--- src/rtl/tdm_demux2_pkg.sv ---
// rtl/tdm_demux2_pkg.sv - shared TDM slot indices and demux FSM encodings
package tdm_demux2_pkg;

  typedef enum logic [1:0] {
    HUNT = 2'd0,
    EXP0 = 2'd1,
    EXP1 = 2'd2
  } tdm_state_t;

  // Slot indices are also used by the transmit-side mux select.
  localparam logic SLOT_A0 = 1'b0;
  localparam logic SLOT_A1 = 1'b1;

  function automatic logic slot_of(input logic sync);
    return sync ? SLOT_A0 : SLOT_A1;
  endfunction

endpackage

--- src/rtl/tdm_demux2_if.sv ---
// rtl/tdm_demux2_if.sv - multiplexed input stream and split channel outputs
interface tdm_demux2_if #(
  parameter int WIDTH = 4
);

  logic [WIDTH-1:0] d;
  logic             d_valid;
  logic             d_sync;
  logic [WIDTH-1:0] y0;
  logic [WIDTH-1:0] y1;
  logic             y_valid;
  logic             locked;
  logic             sync_err;

  modport master (
    output d, d_valid, d_sync,
    input  y0, y1, y_valid, locked, sync_err
  );

  modport slave (
    input  d, d_valid, d_sync,
    output y0, y1, y_valid, locked, sync_err
  );

endinterface

--- src/rtl/tdm_demux2.sv ---
// rtl/tdm_demux2.sv - two-slot TDM demultiplexer with sync lock and slip detection
module tdm_demux2
  import tdm_demux2_pkg::*;
#(
  parameter int WIDTH = 4
) (
  input  logic              clk,
  input  logic              rst,
  tdm_demux2_if.slave       bus
);

  tdm_state_t       state;
  logic [WIDTH-1:0] hold0;
  logic [WIDTH-1:0] y0_q;
  logic [WIDTH-1:0] y1_q;
  logic             y_valid_q;
  logic             locked_q;
  logic             sync_err_q;
  logic             slot;

  assign slot = slot_of(bus.d_sync);

  // hold0 keeps the channel-0 sample so y0/y1 only ever update as a pair.
  always_ff @(posedge clk) begin
    if (rst) begin
      state      <= HUNT;
      hold0      <= '0;
      y0_q       <= '0;
      y1_q       <= '0;
      y_valid_q  <= 1'b0;
      locked_q   <= 1'b0;
      sync_err_q <= 1'b0;
    end else begin
      y_valid_q  <= 1'b0;
      sync_err_q <= 1'b0;
      if (bus.d_valid) begin
        case (state)
          HUNT: begin
            if (slot == SLOT_A0) begin
              hold0    <= bus.d;
              state    <= EXP1;
              locked_q <= 1'b1;
            end
          end
          EXP1: begin
            if (slot == SLOT_A1) begin
              y0_q      <= hold0;
              y1_q      <= bus.d;
              y_valid_q <= 1'b1;
              state     <= EXP0;
            end else begin
              // Early sync: restart the pair from this sample.
              hold0      <= bus.d;
              sync_err_q <= 1'b1;
            end
          end
          EXP0: begin
            if (slot == SLOT_A0) begin
              hold0 <= bus.d;
              state <= EXP1;
            end else begin
              sync_err_q <= 1'b1;
              locked_q   <= 1'b0;
              state      <= HUNT;
            end
          end
          default: begin
            state    <= HUNT;
            locked_q <= 1'b0;
          end
        endcase
      end
    end
  end

  assign bus.y0       = y0_q;
  assign bus.y1       = y1_q;
  assign bus.y_valid  = y_valid_q;
  assign bus.locked   = locked_q;
  assign bus.sync_err = sync_err_q;

endmodule

--- src/flat_wrapper.sv ---
// flat-port wrapper written by rule: the top's interface ports become plain ports
module tdm_demux2_flat import tdm_demux2_pkg::*;
#(
  parameter int WIDTH = 4
)
  (clk, rst, bus_d, bus_d_valid, bus_d_sync, bus_y0, bus_y1, bus_y_valid, bus_locked, bus_sync_err);
  tdm_demux2_if #(.WIDTH(WIDTH)) bus_i ();
  input  logic clk;
  input  logic rst;
  input wire logic [$bits(bus_i.d)-1:0] bus_d;
  input wire logic [$bits(bus_i.d_valid)-1:0] bus_d_valid;
  input wire logic [$bits(bus_i.d_sync)-1:0] bus_d_sync;
  output wire logic [$bits(bus_i.y0)-1:0] bus_y0;
  output wire logic [$bits(bus_i.y1)-1:0] bus_y1;
  output wire logic [$bits(bus_i.y_valid)-1:0] bus_y_valid;
  output wire logic [$bits(bus_i.locked)-1:0] bus_locked;
  output wire logic [$bits(bus_i.sync_err)-1:0] bus_sync_err;
  assign bus_i.d = bus_d;
  assign bus_i.d_valid = bus_d_valid;
  assign bus_i.d_sync = bus_d_sync;
  assign bus_y0 = bus_i.y0;
  assign bus_y1 = bus_i.y1;
  assign bus_y_valid = bus_i.y_valid;
  assign bus_locked = bus_i.locked;
  assign bus_sync_err = bus_i.sync_err;
  tdm_demux2 #(.WIDTH(WIDTH)) u_core (.clk(clk), .rst(rst), .bus(bus_i));
endmodule
--- config.mk ---
export PLATFORM = sky130hd
export DESIGN_NAME = tdm_demux2_flat
export DESIGN_NICKNAME = d
export VERILOG_FILES = /design/src/rtl/tdm_demux2_pkg.sv /design/src/rtl/tdm_demux2_if.sv /design/src/rtl/tdm_demux2.sv /design/src/flat_wrapper.sv
export SDC_FILE = /design/constraint.sdc
export NUM_CORES = 1
export LEC_CHECK = 0
export BUFFER_PORTS_ARGS = -buffer_cell sky130_fd_sc_hd__buf_2
export CORE_ASPECT_RATIO = 1.2
export CORE_MARGIN = 3
export CORE_UTILIZATION = 30
export CTS_CLUSTER_DIAMETER = 30
export DETAILED_ROUTE_END_ITERATION = 10
export PLACE_DENSITY_LB_ADDON = 0.08
export SLEW_MARGIN = 25
export SYNTH_ARGS = -nofsm -noshare
export SYNTH_HDL_FRONTEND = slang
export SYNTH_SLANG_ARGS = --single-unit
--- constraint.sdc ---
create_clock -name clk -period 1 [get_ports clk]
set_input_delay 0.1 -clock clk [delete_from_list [all_inputs] [get_ports clk]]
set_output_delay 0.1 -clock clk [all_outputs]
set_load 0.01 [all_outputs]
==> results.yml, run 1 <==
power:
  swShare: 0.2282
  p_clk_frac: 0.303
  p_seq_frac: 0.601
  total_power_mw: 1.177
  p_per_area_nw_per_um2: 1360
  power.net_switching_mw: 0.2687
  p_int_mw: 0.9088
  p_comb_frac: 0.096
  leakage_nw: 0.3677
  ir_drop_mv: 0.8078
sta:
  drv_slew: 0
  max_slew.worst_pin.slew_ns: 0.3199
  rsz0062_at_grt: "yes"
  post-route-period-util: 1.014
  fin_ws_ns: -0.01390
  hold_slack_ns: 0.05577
  fin_skew_ns: 0.009901
  max_freq_mhz: 986.3
  relSlewSlack: 0.7867
  setup_viol: 5
  period_minus_slack_ns: 1.014
  finalHoldViolations: 0
logic_synthesis:
  synthArstFlopShare: 0
  yosysTopAreaCellShare: 0.4892
  synth_area_sq_um: 695.7
  netlist_instances: 77
  ys_seq_area_frac: 0.4892
  yosys-top-cells-area: "dfxtp_1 49%, nand2_1 9.2%, a21oi_1 7.9%, mux2i_1 5.8%, nand2b_1 5.4%"
  yosys_warnings: 0
  synth_ff_type: "dfxtp_1"
  avgSynthCellArea_sq_um: 9.035
  syn_nets: 85
  ys_types: 21
  synth_top_cell_by_area: "dfxtp_1"
  synth_commonest_cells: "17 x dfxtp_1, 17 x nand2_1, 11 x a21oi_1"
  ys_ff_latch: 17
  synth_edf_count: 0
detailed_routing:
  drt_wl_total_um: 1318
  via_per_inst: 4.446
  routedWlPerCell_um: 10.14
  dr.first_iter.drc_count: 16
  dr_total_vias: 578
  ant_nets: 0
  drc: 0
  drtPass1Iterations: 4
global_route:
  antenna_found_initial: 0
  grt_use_total: 0.1068
  grt_pass1_vias: 542
  grt_max_degree: 22
  grt_pass1_wl_um: 2352
  overflow: 0
clock_network:
  cts-buffers-inserted: 3
  cts_tree: "done"
  clk_path_buf_depth: 2
  cts.sinks: 17
  clkTransAtPathRegs_ns: 0.10
  clk_latency_ns: 0.28
  cts_root_buf: "clkbuf_4"
  h-tree-depth: 1
  postCtsSetupRepairBufs: 0
place:
  post-dp-hpwl_um: 974
  dpl.cell_count: 126
  portBuffers: 18
  gp_congestion: 0.6750
run_status:
  outcome: "complete, but fails checks"
  violations: "setup timing"
die:
  dieArea_sq_um: 2935
  core_sq_um: 2140
  die_h_um: 58.75
  row_count: 18
  die_x_um: 49.96
  pin_count: 19
  start_util: 0.3251
worst_hold_path:
  hold_depth: 3
  hp-class: "in2reg"
final_layout:
  final_nets: 109
  final_layout_size_suffix_gt1_frac: 0.3200
  diodes: 0
  fin_util: 0.4047
  area_growth_pct: 24.46
  nFillCells: 228
  layout.cells.non_filler: 130
setup_path:
  path_max_fanout: 8
  crit_required_ns: 1.21
  r2r_cells: 4
  criticalPathCategory: "reg2reg"
  crit_path_start_kind: "register"
  max_stage_delay_ns: 0.37
  cp-end-kind: "register"
  worstPathArrival_ns: 1.22
  cp_cell_sequence: "and4bb_1 > buf_4 > nand2_1 > a21oi_1"
  slowest_stage: "dfxtp_2"
job:
  cap_violations: 0
==> per-layer routing <==
layer  wire length, um  vias to the layer above  global-route usage
li1                  -                      301                   -
met1               634                      260              0.1246
met2               596                       15              0.1682
met5                 0                        -                   0
met4                20                        0             0.08300
met3                67                        2             0.02532
==> power by group through the flow <==
stage	registers (mW)	clock network (mW)	logic (mW)
floorplan	0.726	0	0.0662
global placement	0.723	0	0.114
detailed placement	0.724	0	0.113
CTS	0.709	0.374	0.114
global route	0.712	0.418	0.125
finish	0.708	0.357	0.113
==> sequential cells by signal (all words and copies together), names as in the netlist <==
name                 flops
u_core.hold0             4
u_core.bus.y1            4
u_core.bus.sync_err      1
u_core.bus.y0            4
u_core.bus.y_valid       1
u_core.bus.locked        1
u_core.state             2
==> per-stage QoR <==
step	setup WS [ns]	instance area [sq um]	setup TNS [ns]
after floorplan	0.01544	695.7	0
after global placement	-0.02344	835.8	-0.1289
after detailed placement	-0.04861	835.8	-0.3995
after CTS	-0.01653	864.6	-0.06148
after global routing	-0.08693	865.8	-0.6701
final	-0.01390	865.8	-0.04412
==> cells by family (layout without fill, tap and decap cells) <==
| family | count (synthesis) | count (layout) | synth area share |
|---|---|---|---|
| AO/OA/AOI/OAI | 13 | 13 | 0.1025 |
| buffers and inverters | 6 | 29 | 0.05215 |
| flip-flops | 17 | 17 | 0.4892 |
| multiplexers | 4 | 4 | 0.05756 |
| AND/OR/NAND/NOR | 37 | 37 | 0.2986 |
==> critical path: cells and delay by family (launching register included) <==
family | cells | cell delay, ns
AO/OA/AOI/OAI | 1 | 0.11
flip-flops | 1 | 0.37
AND/OR/NAND/NOR | 2 | 0.33
buffers and inverters | 1 | 0.13
==> cell type report <==
class                   instances  area, sq um  area share
clock buffers                   4        26.28     0.03035
inverters                       1        3.754    0.004335
multi-input cells              54        320.3      0.3699
flip-flops and latches         17        342.8      0.3960
well taps                      30        37.54     0.04335
repair buffers                 24        135.1      0.1561
==> timing repair <==
item,CTS,global route
endpoints found under the setup margin,13,13
hold buffers,0,0
gates resized for setup,2,1
endpoints found under the hold margin,0,0
==> cells in the final DEF, fill, tap and decap left out <==
master	count
inv_1	1
clkbuf_4	3
dfxtp_2	2
nand2_1	17
nand2b_1	6
mux2i_1	4
nand4bb_1	1
buf_2	18
nor3b_1	1
nand3_1	1
a21oi_1	11
and4bb_1	1
a311oi_1	1
or2b_1	4
nor2_1	3
buf_4	6
and3b_2	1
and3_2	1
clkbuf_1	1
dfxtp_1	15
and4bb_2	1
a21boi_0	1
==> final timing paths <==
kind | to | start | slack (ns)
min | u_core.bus.y1[3] | bus_d[3] | 0.06
max reg2reg | u_core.bus.y1[2] | u_core.state[0] | -0.01
max | u_core.bus.y1[2] | u_core.state[0] | -0.01
min reg2reg | u_core.bus.y1[0] | u_core.bus.y1[0] | 0.45
No activity file was read; power rests on OpenSTA's default activity.
==> run 2: changes to the inputs <==
Settings changed: PLACE_DENSITY set to 0.59, PLACE_DENSITY_LB_ADDON 0.08 to not set.
==> results.yml, run 2 (synthesis results as in run 1) <==
place:
  portBuffers: 18
  gp_congestion: 0.6457
  dp_slack_ns: -0.1006
  post-dp-hpwl_um: 920.4
power:
  p_int_mw: 0.9081
  swShare: 0.2331
  leakage_nw: 0.3563
  power.net_switching_mw: 0.2761
  p_clk_frac: 0.301
  p_comb_frac: 0.102
  ir_drop_mv: 0.6183
  p_seq_frac: 0.597
  p_per_area_nw_per_um2: 1331
clock_network:
  cts-buffers-inserted: 3
  cts_root_buf: "clkbuf_4"
  clk_path_buf_depth: 2
  h-tree-depth: 1
  cts.sinks: 17
  clk_latency_ns: 0.28
  cts_tree: "done"
  holdBufCountCts: 0
  clkTransAtPathRegs_ns: 0.09
detailed_routing:
  dr.first_iter.drc_count: 3
  drc: 0
  drt_wl_total_um: 1440
  ant_nets: 0
  routedWlPerCell_um: 11.34
  via_per_inst: 4.559
  drtPass1Iterations: 2
  dr_total_vias: 579
setup_path:
  crit_buf_inv: 0
  crit_path_start_kind: "register"
  criticalPathCategory: "reg2reg"
  cp-end-kind: "register"
  cp_cell_sequence: "and4bb_2 > a311oi_2 > nor2_1"
  reg2reg_slack_ns: -0.02
  slowest_stage: "dfxtp_4"
  max_stage_delay_ns: 0.40
  r2r_start: "u_core.state[1]"
  path_max_fanout: 7
  critical_path.top_delay_family: "flip-flops"
  rr_endpoint: "u_core.bus.locked"
  worstPathArrival_ns: 1.19
  crit_required_ns: 1.17
  r2r_cells: 3
final_layout:
  layout_common_cells: "18 x buf_2, 17 x nand2_1, 15 x dfxtp_1, 9 x a21oi_1, 6 x nand2b_1"
  final_common_cell: "buf_2"
  final_layout_size_suffix_gt1_frac: 0.3505
  diodes: 0
  area_growth_pct: 27.88
  final_nets: 106
die:
  core_sq_um: 2140
  dieArea_sq_um: 2935
  start_util: 0.3251
  die_x_um: 49.96
  die_h_um: 58.75
  pin_count: 19
  row_count: 18
sta:
  max_freq_mhz: 983.9
  hold_slack_ns: 0.06291
  period_minus_slack_ns: 1.016
  setup_viol: 2
  fin_skew_ns: 0.0008595
  finalHoldViolations: 0
  fin_ws_ns: -0.01639
  rsz0062_at_grt: "yes"
  post-route-period-util: 1.016
  drv_slew: 0
  relSlewSlack: 0.7724
  max_slew.worst_pin.slew_ns: 0.3415
job:
  cap_violations: 0
global_route:
  grt_use_total: 0.1021
  grt_pass1_vias: 528
  grt_pass1_wl_um: 2228
  overflow: 0
  antenna_found_initial: 0
  grt_max_degree: 22
run_status:
  violations: "setup timing"
  outcome: "complete, but fails checks"
worst_hold_path:
  whs_endpoint: "u_core.bus.y1[0]"
  hp-start: "bus_d[0]"
  hp-class: "in2reg"
  hold_depth: 3
-- run 2: cell count changes in the layout (fill, tap and decap cells not counted), sizes merged --
cell  change
buf       -3
-- run 2: worst max-delay path by stage --
stage | start | end | slack, ns | cells past startpoint
after floorplan | u_core.state[1] | u_core.bus.locked | 0.02 | 3
after global placement | u_core.state[0] | u_core.bus.y0[1] | -0.07 | 3
after detailed placement | u_core.state[1] | u_core.bus.y0[1] | -0.10 | 3
after CTS | u_core.state[0] | u_core.bus.y0[1] | 0.0008 | 3
after global routing | u_core.state[1] | u_core.bus.locked | -0.06 | 3
final | u_core.state[1] | u_core.bus.locked | -0.02 | 3
-- run 2: power groups by stage --
| stage | Sequential, mW | Combinational (mW) | Clock [mW] |
|---|---|---|---|
| floorplan | 0.726 | 0.0662 | 0 |
| global placement | 0.723 | 0.105 | 0 |
| detailed placement | 0.724 | 0.106 | 0 |
| CTS | 0.706 | 0.112 | 0.376 |
| global route | 0.710 | 0.133 | 0.404 |
| finish | 0.707 | 0.121 | 0.356 |
-- run 2: per-stage QoR --
stage	utilization	total power [mW]	cell area, sq um	cells	setup TNS [ns]
after floorplan	-	0.7926	695.7	77	0
after global placement	0.3766	0.8277	805.8	122	-0.4789
after detailed placement	0.3766	0.8300	805.8	122	-0.8083
after CTS	0.3971	1.194	849.6	126	0
after global routing	0.4158	1.248	889.6	127	-0.4651
final	0.4158	1.184	889.6	127	-0.02075
-- run 2: timing repair --
action                                  4_1_cts  5_1_grt
pin swaps                                     0        4
endpoints found under the setup margin       12       12
cloned                                        0        1
buffers inserted                              0        0
gates resized for setup                       7        7
-- run 2: tightest hold or removal path, stage by stage --
cell and delay (ns):
buf_2 0.10, nand2_1 0.05, a21oi_1 0.05
-- run 2: routing by layer --
layer	track usage	wire [um]	up-vias
li1	-	-	295
met1	0.1078	658	272
met2	0.1720	703	10
met3	0.01772	46	2
met4	0.09486	31	0
met5	0	0	-
-- run 2: layout make-up --
cell class                 instances  area [sq um]
multi-input combinational         54         354.1
sequential                        17         347.8
timing repair buffer              21         120.1
tap                               30         37.54
clock buffer                       4         26.28
fill                             234          1250
inverter                           1         3.754
==> run 3: changes to the inputs <==
Settings changed: CORE_ASPECT_RATIO 1.2 to not set, CORE_UTILIZATION 30 to 48, PLACE_DENSITY 0.59 to 0.81, TNS_END_PERCENT set to 50.
Clock period 1 ns to 0.95 ns, I/O delays scaled along.
==> results.yml, run 3 (synthesis results as in run 1) <==
run_status:
  outcome: "complete, but fails checks"
  violations: "setup timing"
clock_network:
  cts.sinks: 17
  cts-buffers-inserted: 3
  clkTransAtPathRegs_ns: 0.09
  h-tree-depth: 1
  clk_latency_ns: 0.28
  clk_path_buf_depth: 2
  cts_tree: "done"
  cts_root_buf: "clkbuf_4"
  postCtsSetupRepairBufs: 0
detailed_routing:
  dr_total_vias: 568
  drc: 0
  drt_wl_total_um: 1238
  via_per_inst: 5.071
  dr.first_iter.drc_count: 3
  routedWlPerCell_um: 11.05
  ant_nets: 0
  drtPass1Iterations: 2
place:
  post-dp-hpwl_um: 921.6
  placed_area_sq_um: 797.0
  portBuffers: 18
  gp_congestion: 0.7353
power:
  total_power_mw: 1.238
  p_comb_frac: 0.098
  p_clk_frac: 0.300
  p_seq_frac: 0.602
  leakage_nw: 0.3573
  swShare: 0.2328
  p_per_area_nw_per_um2: 1464
  power.net_switching_mw: 0.2883
  p_int_mw: 0.9500
  ir_drop_mv: 0.7346
global_route:
  grt_use_total: 0.1394
  grt_max_degree: 22
  grt_pass1_vias: 510
  antenna_found_initial: 0
  overflow: 0
  grt_pass1_wl_um: 2042
die:
  core_sq_um: 1334
  die_x_um: 44.07
  die_h_um: 44.07
  row_count: 13
  dieArea_sq_um: 1942
  pin_count: 19
  start_util: 0.5216
sta:
  relSlewSlack: 0.7837
  hold_slack_ns: 0.04886
  period_minus_slack_ns: 0.9808
  fin_ws_ns: -0.03081
  finalHoldViolations: 0
  setup_viol: 10
  post-route-period-util: 1.032
  rsz0062_at_grt: "yes"
  max_freq_mhz: 1020
  max_slew.worst_pin.slew_ns: 0.3244
  drv_slew: 0
  fin_skew_ns: 0.0007021
final_layout:
  area_growth_pct: 21.58
  final_layout_size_suffix_gt1_frac: 0.3299
  final_area_sq_um: 845.8
  layout_common_cells: "18 x buf_2, 17 x nand2_1, 15 x dfxtp_1, 11 x a21oi_1, 6 x nand2b_1"
  final_nets: 106
  final_common_cell: "buf_2"
  diodes: 0
setup_path:
  crit_required_ns: 1.12
  r2r_start: "u_core.state[0]"
  crit_path_start_kind: "register"
  cp-end-kind: "register"
  worstPathArrival_ns: 1.15
  r2r_cells: 4
  criticalPathCategory: "reg2reg"
  path_max_fanout: 9
  reg2reg_slack_ns: -0.03
  rr_endpoint: "u_core.bus.y1[3]"
worst_hold_path:
  hold_depth: 3
  hp-class: "in2reg"
  hp-start: "bus_d[2]"
  whs_endpoint: "u_core.bus.y1[2]"
job:
  cap_violations: 0
run 3: cell types whose count changed in the layout (fill, tap and decap cells not counted), sizes merged:
cell    delta
clkinv     +1
clkbuf     -1
run 3: routing by layer:
metal	vias up	share of wire	global-route usage
met3	2	0.061	0.02439
met4	0	0.014	0.07229
met5	-	0	0
met1	257	0.45	0.1832
li1	295	-	-
met2	14	0.47	0.2180
run 3: critical path, cell delays in order (launching register included):
cell and delay (ns):
dfxtp_2 0.35, nand4bb_1 0.22, buf_6 0.17, nand2_1 0.06, a21oi_1 0.06
run 3: power by group through the flow:
stage	Clock (mW)	Sequential, mW	Combinational (mW)
after floorplan	0	0.765	0.0697
after global placement	0	0.761	0.110
after detailed placement	0	0.763	0.112
after CTS	0.389	0.746	0.120
after global routing	0.413	0.748	0.135
final	0.371	0.745	0.122
run 3: cell type report:
cell class	count	area, sq um
multi-input cells	54	334.1
clock inverters	1	5.005
fillers	125	488.0
flip-flops and latches	17	345.3
repair buffers	21	116.4
inverters	1	3.754
clock buffers	3	22.52
well taps	15	18.77
run 3: worst max-delay path by stage:
stage          depth (start not counted)  slack, ns            start             endpoint
2_1_floorplan                          3       0.01  u_core.state[1]    u_core.bus.locked
3_3_place_gp                           3      -0.06  u_core.state[0]     u_core.bus.y1[1]
3_5_place_dp                           3       -0.1  u_core.state[1]     u_core.bus.y1[3]
4_1_cts                                3      -0.04  u_core.state[1]    u_core.bus.locked
5_1_grt                                4      -0.09  u_core.state[0]  u_core.bus.sync_err
6_report                               4      -0.03  u_core.state[0]     u_core.bus.y1[3]
run 3: repair_timing:
item / in CTS / in global routing
setup endpoints to repair: 12 / 13
pin swaps: 1 / 0
hold buffers: 0 / 0
hold endpoints to repair: 0 / 0
gates resized for setup: 6 / 2
run 3: per-stage QoR:
| step | setup TNS (ns) | util | cells | setup WS, ns |
|---|---|---|---|---|
| detailed placement | -0.7160 | 0.5976 | 108 | -0.09644 |
| finish | -0.1988 | 0.6341 | 112 | -0.03081 |
| CTS | -0.2936 | 0.6304 | 112 | -0.03880 |
| floorplan | 0 | - | 77 | 0.01208 |
| global route | -0.8468 | 0.6341 | 112 | -0.09205 |
| global placement | -0.3629 | 0.5976 | 108 | -0.05545 |
